**src/rtl/sprite_ram_write_ctrl.sv**
```systemverilog
// rtl/sprite_ram_write_ctrl.sv - write sequencer for sprite/colour-map RAM
// Turns single-write and fill commands into registered RAM write beats, optionally gated to blanking.
module sprite_ram_write_ctrl #(
  parameter int ADDR_WIDTH = 11,
  parameter int DATA_WIDTH = 3
) (
  input  logic                  clk,
  input  logic                  reset_n,
  input  logic                  cmd_valid,
  output logic                  cmd_ready,
  input  logic                  cmd_op,
  input  logic [ADDR_WIDTH-1:0] cmd_addr,
  input  logic [ADDR_WIDTH-1:0] cmd_len,
  input  logic [DATA_WIDTH-1:0] cmd_data,
  input  logic                  blank_en,
  input  logic                  in_blank,
  output logic                  ram_we,
  output logic [ADDR_WIDTH-1:0] ram_addr_w,
  output logic [DATA_WIDTH-1:0] ram_din,
  output logic                  busy,
  output logic                  done
);

  localparam logic [0:0] IDLE = 1'b0;
  localparam logic [0:0] RUN  = 1'b1;

  logic [0:0]            state;
  logic [ADDR_WIDTH-1:0] remaining;
  logic                  beat_ok;

  assign beat_ok   = !blank_en || in_blank;
  assign cmd_ready = (state == IDLE);

  // ram_we/done for the coming cycle are decided at the edge that starts it,
  // so a beat is visible one cycle after beat_ok is sampled.
  always_ff @(posedge clk or negedge reset_n) begin
    if (!reset_n) begin
      state      <= IDLE;
      remaining  <= '0;
      ram_we     <= 1'b0;
      ram_addr_w <= '0;
      ram_din    <= '0;
      busy       <= 1'b0;
      done       <= 1'b0;
    end else begin
      case (state)
        IDLE: begin
          ram_we <= 1'b0;
          done   <= 1'b0;
          if (cmd_valid) begin
            state      <= RUN;
            busy       <= 1'b1;
            ram_addr_w <= cmd_addr;
            ram_din    <= cmd_data;
            remaining  <= cmd_op ? cmd_len : '0;
            ram_we     <= beat_ok;
            done       <= beat_ok && (!cmd_op || (cmd_len == '0));
          end
        end
        RUN: begin
          if (ram_we && done) begin
            state  <= IDLE;
            busy   <= 1'b0;
            ram_we <= 1'b0;
            done   <= 1'b0;
          end else if (ram_we) begin
            ram_addr_w <= ram_addr_w + 1'b1;
            remaining  <= remaining - 1'b1;
            ram_we     <= beat_ok;
            done       <= beat_ok && (remaining == ADDR_WIDTH'(1));
          end else begin
            // stalled cycle: address, data and remaining hold
            ram_we <= beat_ok;
            done   <= beat_ok && (remaining == '0);
          end
        end
        default: state <= IDLE;
      endcase
    end
  end

endmodule

```
**config.mk**
```make
export PLATFORM = sky130hd
export DESIGN_NAME = sprite_ram_write_ctrl
export DESIGN_NICKNAME = d
export VERILOG_FILES = /design/src/rtl/sprite_ram_write_ctrl.sv
export SDC_FILE = /design/constraint.sdc
export NUM_CORES = 1
export LEC_CHECK = 0
export CAP_MARGIN = 30
export CORE_ASPECT_RATIO = 0.9
export CORE_UTILIZATION = 40
export CTS_BUF_LIST = sky130_fd_sc_hd__clkbuf_4
export DETAILED_ROUTE_END_ITERATION = 16
export GPL_TIMING_DRIVEN = 0
export PLACE_DENSITY_LB_ADDON = 0.25
export SLEW_MARGIN = 40
export SYNTH_ARGS = -nofsm -noshare
export SYNTH_HDL_FRONTEND = slang
export SYNTH_SLANG_ARGS = --single-unit
```
**constraint.sdc**
```tcl
create_clock -name clk -period 2.4 [get_ports clk]
set_clock_uncertainty 0.15 [all_clocks]
set_input_delay 0.36 -clock clk [delete_from_list [all_inputs] [get_ports clk]]
set_output_delay 0.36 -clock clk [all_outputs]
set_load 0.02 [all_outputs]
```
==> out/metrics.sh, run 1 <==
SYN_INST=197
CP_MAX_STAGE_CELL='sky130_fd_sc_hd__clkdlybuf4s50_1'
GRT.TOTAL_USAGE=0.234
REGAREA_UM2=726
INITIAL_UTILIZATION=0.422
SYNTHTOPCELLSBYAREA='sky130_fd_sc_hd__dfrtp_1, sky130_fd_sc_hd__a21oi_1, sky130_fd_sc_hd__nand2_1, sky130_fd_sc_hd__mux2i_1, sky130_fd_sc_hd__o21ai_0'
INITIAL_ANTENNA_VIOLATION_COUNT=0
SYN_AVG_CELL_AREA_UM2=8.85
YOSYS.CELL_COUNT.TOP_TYPE='sky130_fd_sc_hd__dfrtp_1'
IO_PINS=49
SYNTH_AREA_LEADER_CELL='sky130_fd_sc_hd__dfrtp_1'
NET_COUNT_OF_THE_FINISHED_LAYOUT=286
FIRST_GLOBAL_VIAS=1631
DESIGN.CORE.AREA_MM2=0.00413
NETLIST_AREA_MM2=0.00174
FINALWEIGHTEDCONGESTION=0.888
BUFFER_PORTS.INSERTED=48
ACHIEVABLE-FREQUENCY_GHz=0.443
POWER_TOTAL_uW=2930
ROWS=22
CELL_AREA_AFTER_PLACEMENT_MM2=0.00228
TRANSITION_AT_THE_PIN_WITH_THE_SMALLEST_MAX_TRANSITION_SLACK_NS=0.688
CP.ARRIVAL_NS=1.75
CRITICAL_PATH_TYPE='register to primary output'
CTSHTREEMAXLEVEL=2
WORST_SKEW_PAIR.LATE_LATENCY_NS=0.34
COMB_POWER_SHARE=0.568
UNIQUE_MASTERS_POST_SYNTH=43
DETAIL-ROUTE-ANTENNA-NETS=0
LAYOUT-DRIVE-GT1-SHARE=0.0754
SETUP_TOTAL_NEGATIVE_SLACK_NS=0
SYN2LAYOUT_AREA_GROWTH_PCT=34.1
AREA_FRACTION_IN_COMPOUND_GATES_AFTER_SYNTHESIS=0.251
HOLDWS_NS=0.345
GRT_MAX_DEGREE=30
TOTAL_SETUP_BUFFERS_INSERTED_AFTER_CTS=0
FP.DIEH_UM=64.6
CLKSINKCOUNT=29
SYN-NUM-NETS=231
PWR_DENSITY_mW_PER_MM2=1250
POST-ROUTE-DRC-COUNT=0
SYNTH_TOP_CELLS_BY_COUNT='sky130_fd_sc_hd__dfrtp_1, sky130_fd_sc_hd__nand2_1, sky130_fd_sc_hd__a21oi_1'
SYNTH-XOR-AREA-SHARE=0
ANTENNA_CELLS=0
STATUS='completed'
POWER_SWITCHING_uW=1370
HOLD_VIOLATIONS=0
FIRST_ITER_VIOLATIONS=186
WORSTPATHMAXFANOUT=12
PLACED_CELLS_INCL_TAPS=293
CLOCK_TREE.ROOT_CELL='sky130_fd_sc_hd__clkbuf_4'
STDCELL_AREA_MM2=0.00234
NUMBER_OF_FILLERS_IN_THE_FINAL_LAYOUT=414
SLEW_MARGIN_REL=0.541
DETAIL_ROUTE.WL_PER_CELL_UM=16.7
TIMING.FINAL.CRIT_SHARE=0.940
MAX_CAPACITANCE_VIOLATION_TOTAL=0
DRT_PASS1_ITERATIONS=5
WL_UM=5020
SYNTH_TOP_CELL_AREA_SHARE=0.416
HOLD_PATH.CLASS='register to register'
GRT_PASS1_WL_UM=8170
POST_SYNTH_FA_HA_MAJ_AREA_FRACTION=0.0215
TIMING.REG2REG.SETUP_SLACK_NS=0.50
HPWL_UM=3450
PATH_CELLS='buf_4 > clkinvlp_4 > clkdlybuf4s50_1'
GRT_SETUP_UNREPAIRED='no'
ROUTE.VIAS.TOTAL=1793
GLOBAL_ROUTE.OVERFLOW_TOTAL=0
CLOCK_NETWORK_POWER_SHARE=0.102
SLEW_VIOL_FINAL=0
FLOORPLAN.DIE.WIDTH_UM=71.6
FINALWORSTPATHREQUIREDPERIOD_NS=2.26
MULTIINPUTGATEAREA_UM2=927
BUFFER_LEVELS_ON_THE_LONGEST_CLOCK_PATH=2
SYNTHARSTFLOPSHARE=1.00
SYNTH_FF_TYPE='sky130_fd_sc_hd__dfrtp_1'
FRACTION_OF_THE_YOSYS_AREA_TAKEN_BY_SEQUENTIAL_CELLS=0.416
WORST_SETUP_PATH_START_KIND='register'
SYNTH_ENABLE_FLOP_CELLS=0
NUMBER_OF_REGISTER_BITS_INFERRED_BY_SYNTHESIS=29
CTS-BUFFERS-INSERTED=5
SYNTHESIS.YOSYS.WARNINGS=0
P_INT_uW=1550
CTS_TREE='built'
REG2REGPATHDEPTH=6
SHARE_SEQ_OF_TOTAL_POWER=0.330
FRACTION_OF_POWER_SPENT_SWITCHING_NETS=0.469
TIMING.CRITICAL_PATH.TO_TYPE='primary output'
SYNTH.AREA.MUX_SHARE=0.0581
MIN_PATH_CELLS=2
LEAKAGEPOWER_uW=0.000997
CRITICAL_PATH_REQUIRED_NS=1.89
MAXIMUM_RESISTIVE_DROP_ON_VDD_mV=0.669
FP.DIEAREA_MM2=0.00463
WORST_SETUP_HOLD_PATH_CLK_SLEW_NS=0.09
MAX_STAGE_DELAY_NS=0.64
YOSYS.AREA_SHARE.SIMPLE=0.202
COMBINATIONAL_FAMILY_WITH_THE_MOST_AREA_AFTER_SYNTHESIS='compound AO/OA/AOI/OAI gates'
FINAL_COUNT_OF_NEGATIVE_SETUP_SLACK_ENDPOINTS=0
DRT-VIAS-PER-INSTANCE=5.98
LAYOUTNONFILLERINSTCOUNT=300
==> path summary, 6_finish.rpt <==
check,end,start
max in group asynchronous,ram_addr_w[6],reset_n
min in group asynchronous,ram_we,reset_n
worst min-delay path,ram_din[0],ram_din[0]
worst max-delay path,cmd_ready,state
worst max register to register,remaining[8],remaining[0]
worst min register to register,ram_din[0],ram_din[0]
==> routing by layer <==
layer / wire, um / share of wire / global-route usage
met1: 2290 / 0.46 / 0.332
met2: 2250 / 0.45 / 0.357
met3: 407 / 0.081 / 0.0435
met4: 78 / 0.016 / 0.0858
met5: 0 / 0 / 0
==> timing repair <==
item                                   4_1_cts  5_1_grt
resized for setup                            1        0
setup endpoints to repair                    1        0
endpoints found under the hold margin       29        0
hold buffers                                 1        0
==> layout by cell type, fill, tap and decap left out, types with 3 or more instances in the layout <==
master / instances
sky130_fd_sc_hd__o211ai_1: 3
sky130_fd_sc_hd__nor4_1: 4
sky130_fd_sc_hd__clkbuf_4: 6
sky130_fd_sc_hd__clkdlybuf4s50_1: 47
sky130_fd_sc_hd__clkbuf_1: 3
sky130_fd_sc_hd__nand2_1: 25
sky130_fd_sc_hd__nor2_1: 9
sky130_fd_sc_hd__mux2i_1: 9
sky130_fd_sc_hd__buf_2: 4
sky130_fd_sc_hd__ha_1: 3
sky130_fd_sc_hd__a21oi_1: 23
sky130_fd_sc_hd__dfrtp_1: 29
sky130_fd_sc_hd__o21ai_0: 16
sky130_fd_sc_hd__a221oi_1: 3
sky130_fd_sc_hd__a22oi_1: 4
sky130_fd_sc_hd__buf_4: 3
sky130_fd_sc_hd__nand4_1: 3
sky130_fd_sc_hd__o21ai_1: 3
sky130_fd_sc_hd__nor3_1: 3
sky130_fd_sc_hd__o22ai_1: 5
sky130_fd_sc_hd__nand3_1: 6
sky130_fd_sc_hd__inv_1: 6
==> flip-flops by register name, indices dropped and copies added (netlist names) <==
signal	count
busy	1
done	1
ram_addr_w	11
ram_din	3
ram_we	1
remaining	11
state	1
==> metrics by stage <==
step | utilization | setup slack (ns)
6_report | 0.566 | 0.144
5_1_grt | 0.566 | 0.0888
4_1_cts | 0.566 | 0.140
3_5_place_dp | 0.552 | 0.164
3_3_place_gp | 0.553 | 0.158
2_1_floorplan | - | 0.742
==> kinds of logic (layout without fill, tap and decap cells) <==
logic type                 Yosys count  after routing
and+or+nand+nor                     66             66
muxes                               10             10
AOI/OAI and AO/OA                   71             71
adders and majority gates            3              3
buffers and inverters               18             73
DFF                                 29             29
==> worst max-delay path, delay by kind of cell, from the launching register on <==
kind	cells	cell delay (ns)
flops	1	0.39
buf+inv	3	1.02
==> area by class of cell <==
class                   count  share of cell area
flip-flops and latches     29               0.310
plain buffers              10              0.0257
clock buffers               6              0.0193
clock inverters             1             0.00161
repair buffers             49               0.208
multi-input cells         150               0.397
well taps                  48              0.0257
inverters                   7              0.0128
==> power by group through the flow <==
stage / registers (uW) / clock network (uW) / logic, uW
2_1_floorplan: 1070 / 0 / 931
3_3_place_gp: 969 / 0 / 1610
3_5_place_dp: 969 / 0 / 1640
6_report: 967 / 298 / 1660
5_1_grt: 1000 / 319 / 1810
4_1_cts: 962 / 296 / 1650
(Power assumes the default switching activity.)
==> run 2, diff against run 1 <==
--- a/config.mk
+++ b/config.mk
@@ -6,8 +6,10 @@
 export NUM_CORES = 1
 export LEC_CHECK = 0
 export CAP_MARGIN = 30
+export CELL_PAD_IN_SITES_DETAIL_PLACEMENT = 0
+export CELL_PAD_IN_SITES_GLOBAL_PLACEMENT = 1
 export CORE_ASPECT_RATIO = 0.9
-export CORE_UTILIZATION = 40
+export CORE_UTILIZATION = 39
 export CTS_BUF_LIST = sky130_fd_sc_hd__clkbuf_4
 export DETAILED_ROUTE_END_ITERATION = 16
 export GPL_TIMING_DRIVEN = 0
==> out/metrics.sh, run 2 (synthesized netlist as in run 1, its figures left out) <==
CLOCK_NETWORK_POWER_SHARE=0.099
CRITICAL_PATH.REG2REG.ENDPOINT='remaining[8]'
TOTAL_SETUP_BUFFERS_INSERTED_AFTER_CTS=0
ANTENNA_CELLS=0
LARGEST_REGISTERS_RANKED_BY_FLIP_FLOP_COUNT='ram_addr_w: 11 flops, remaining: 11 flops, ram_din: 3 flops'
CTS_TREE='built'
TIMING.FINAL.CRIT_SHARE=0.936
DRT-VIAS-PER-INSTANCE=5.45
NUMBER_OF_FILLERS_IN_THE_FINAL_LAYOUT=425
CP.ARRIVAL_NS=1.74
UTILIZATION=0.562
SETUP_TOTAL_NEGATIVE_SLACK_NS=0
FINALWORSTPATHREQUIREDPERIOD_NS=2.25
CRITICAL_PATH_TYPE='register to primary output'
LEAKAGEPOWER_uW=0.000997
FINALWEIGHTEDCONGESTION=0.845
CRIT_START='state'
CTSHTREEMAXLEVEL=2
CRIT-REG2REG-LAUNCH='remaining[0]'
ACHIEVABLE-FREQUENCY_GHz=0.445
NET_COUNT_OF_THE_FINISHED_LAYOUT=286
WORST_SKEW_PAIR.LATE_LATENCY_NS=0.32
DESIGN.CORE.AREA_MM2=0.00418
MAXIMUM_RESISTIVE_DROP_ON_VDD_mV=0.722
STATUS='completed'
CPLARGESTDELAYFAMILY='buffers and inverters'
WL_UM=5000
FINAL_COMMON_CELL='sky130_fd_sc_hd__clkdlybuf4s50_1'
MET3ROUTEDLENGTH_UM=210
PWR_DENSITY_mW_PER_MM2=1240
STDCELL_AREA_MM2=0.00235
INITIAL_UTILIZATION=0.417
MAX_STAGE_DELAY_NS=0.65
CTS-BUFFERS-INSERTED=5
SHARE_SEQ_OF_TOTAL_POWER=0.332
GRT_PASS1_WL_UM=8020
CRITICAL_PATH_CELL_COUNT=3
FLOORPLAN.DIE.WIDTH_UM=72.5
COMB_POWER_SHARE=0.569
FIRST_ITER_VIOLATIONS=136
CLKSINKCOUNT=29
BUFFER_LEVELS_ON_THE_LONGEST_CLOCK_PATH=2
CP_MAX_STAGE_CELL='sky130_fd_sc_hd__clkdlybuf4s50_1'
CRITICAL_PATH_REQUIRED_NS=1.89
TIMING.REG2REG.SETUP_SLACK_NS=0.45
DETAIL_ROUTE.WL_PER_CELL_UM=16.0
GRT.TOTAL_USAGE=0.225
HOLD_PATH.CLASS='register to register'
WORST_SETUP_PATH_START_KIND='register'
LAYOUT-DRIVE-GT1-SHARE=0.0754
HPWL_UM=3610
INITIAL_ANTENNA_VIOLATION_COUNT=0
WORSTPATHMAXFANOUT=12
SYN2LAYOUT_AREA_GROWTH_PCT=35.0
GLOBAL_ROUTE.OVERFLOW_TOTAL=0
FINAL_COUNT_OF_NEGATIVE_SETUP_SLACK_ENDPOINTS=0
WORST_SETUP_HOLD_PATH_CLK_SLEW_NS=0.09
FP.DIEAREA_MM2=0.00474
LAYOUT_COMMON_CELLS='sky130_fd_sc_hd__clkdlybuf4s50_1, sky130_fd_sc_hd__dfrtp_1, sky130_fd_sc_hd__nand2_1'
CRITICAL_PATH_DESTINATION='cmd_ready'
GRT_MAX_DEGREE=30
HOLD_PATH.STARTPOINT='ram_din[1]'
MET2_LENGTH_UM=2180
BUFFER_PORTS.INSERTED=48
DETAIL-ROUTE-ANTENNA-NETS=0
CELL_AREA_AFTER_PLACEMENT_MM2=0.00229
SLEW_VIOL_FINAL=0
CLOCK_TREE.ROOT_CELL='sky130_fd_sc_hd__clkbuf_4'
DRT_PASS1_ITERATIONS=4
POST-ROUTE-DRC-COUNT=0
REG2REGPATHDEPTH=6
HOLD_VIOLATIONS=0
FIRST_GLOBAL_VIAS=1597
GRT_SETUP_UNREPAIRED='no'
MAX_CAPACITANCE_VIOLATION_TOTAL=0
TRANSITION_AT_THE_PIN_WITH_THE_SMALLEST_MAX_TRANSITION_SLACK_NS=0.683
IO_PINS=49
POWER_SWITCHING_uW=1350
ROWS=22
ROUTE.VIAS.TOTAL=1701
FRACTION_OF_POWER_SPENT_SWITCHING_NETS=0.465
TOPROUTINGLAYERUSED='met4'
DRT-MET1-WL_UM=2560
PATH_CELLS='buf_4 > clkinvlp_4 > clkdlybuf4s50_1'
FP.DIEH_UM=65.4
P_INT_uW=1550
TIMING.CRITICAL_PATH.TO_TYPE='primary output'
SLEW_MARGIN_REL=0.545
WORSTPATHBUFFERINVERTERCOUNT=3
==> run 2: cell counts in the layout (fill, tap and decap cells not counted) <==
Identical to the previous run, type by type.
==> run 2: final cells by class <==
class                           instances  area, um^2  share of cell area
Multi-Input combinational cell        150         927               0.394
Sequential cell                        29         726               0.309
Timing Repair Buffer                   49         485               0.206
Tap cell                               60        75.1              0.0319
Buffer                                 10        60.1              0.0255
Clock buffer                            6        45.0              0.0191
Inverter                                7        30.0              0.0128
Clock inverter                          1        3.75             0.00160
==> run 2: routing by layer <==
metal	up-vias	GRT usage
li1	849	-
met5	-	0
met2	44	0.334
met3	7	0.0460
met4	0	0.0613
met1	801	0.328
==> run 2: worst min path at each step <==
stage	endpoint	slack [ns]	depth (start not counted)
global placement	ram_din[0]	0.32	2
global route	ram_din[0]	0.38	2
CTS	ram_din[0]	0.35	2
detailed placement	remaining[6]	0.29	1
finish	ram_din[1]	0.34	2
floorplan	busy	-0.09	0
==> run 2: repair_timing <==
item / 4_1_cts / 5_1_grt
gates resized for setup: 1 / 0
hold buffers: 1 / 0
setup endpoints to repair: 1 / 0
endpoints found under the hold margin: 29 / 0
==> run 2: power by group through the flow <==
stage / clock [uW] / sequential [uW] / combinational [uW]
after floorplan: 0 / 1070 / 931
after global placement: 0 / 967 / 1620
after detailed placement: 0 / 971 / 1650
after CTS: 295 / 963 / 1650
after global routing: 314 / 998 / 1810
final: 287 / 966 / 1650
==> run 2: worst min-delay path: stages (launching register included) <==
cell,delay (ns)
sky130_fd_sc_hd__dfrtp_1,0.36
sky130_fd_sc_hd__nand2_1,0.05
sky130_fd_sc_hd__nand2_1,0.05
==> run 2: metrics by stage <==
| stage | std cells | worst slack, ns | power [uW] | hold slack [ns] |
|---|---|---|---|---|
| after CTS | 312 | 0.146 | 2910 | 0.347 |
| final | 312 | 0.153 | 2910 | 0.337 |
| after floorplan | 197 | 0.742 | 2000 | -0.0856 |
| after global routing | 312 | 0.0962 | 3120 | 0.378 |
| after global placement | 305 | 0.131 | 2590 | 0.318 |
| after detailed placement | 305 | 0.104 | 2620 | 0.287 |
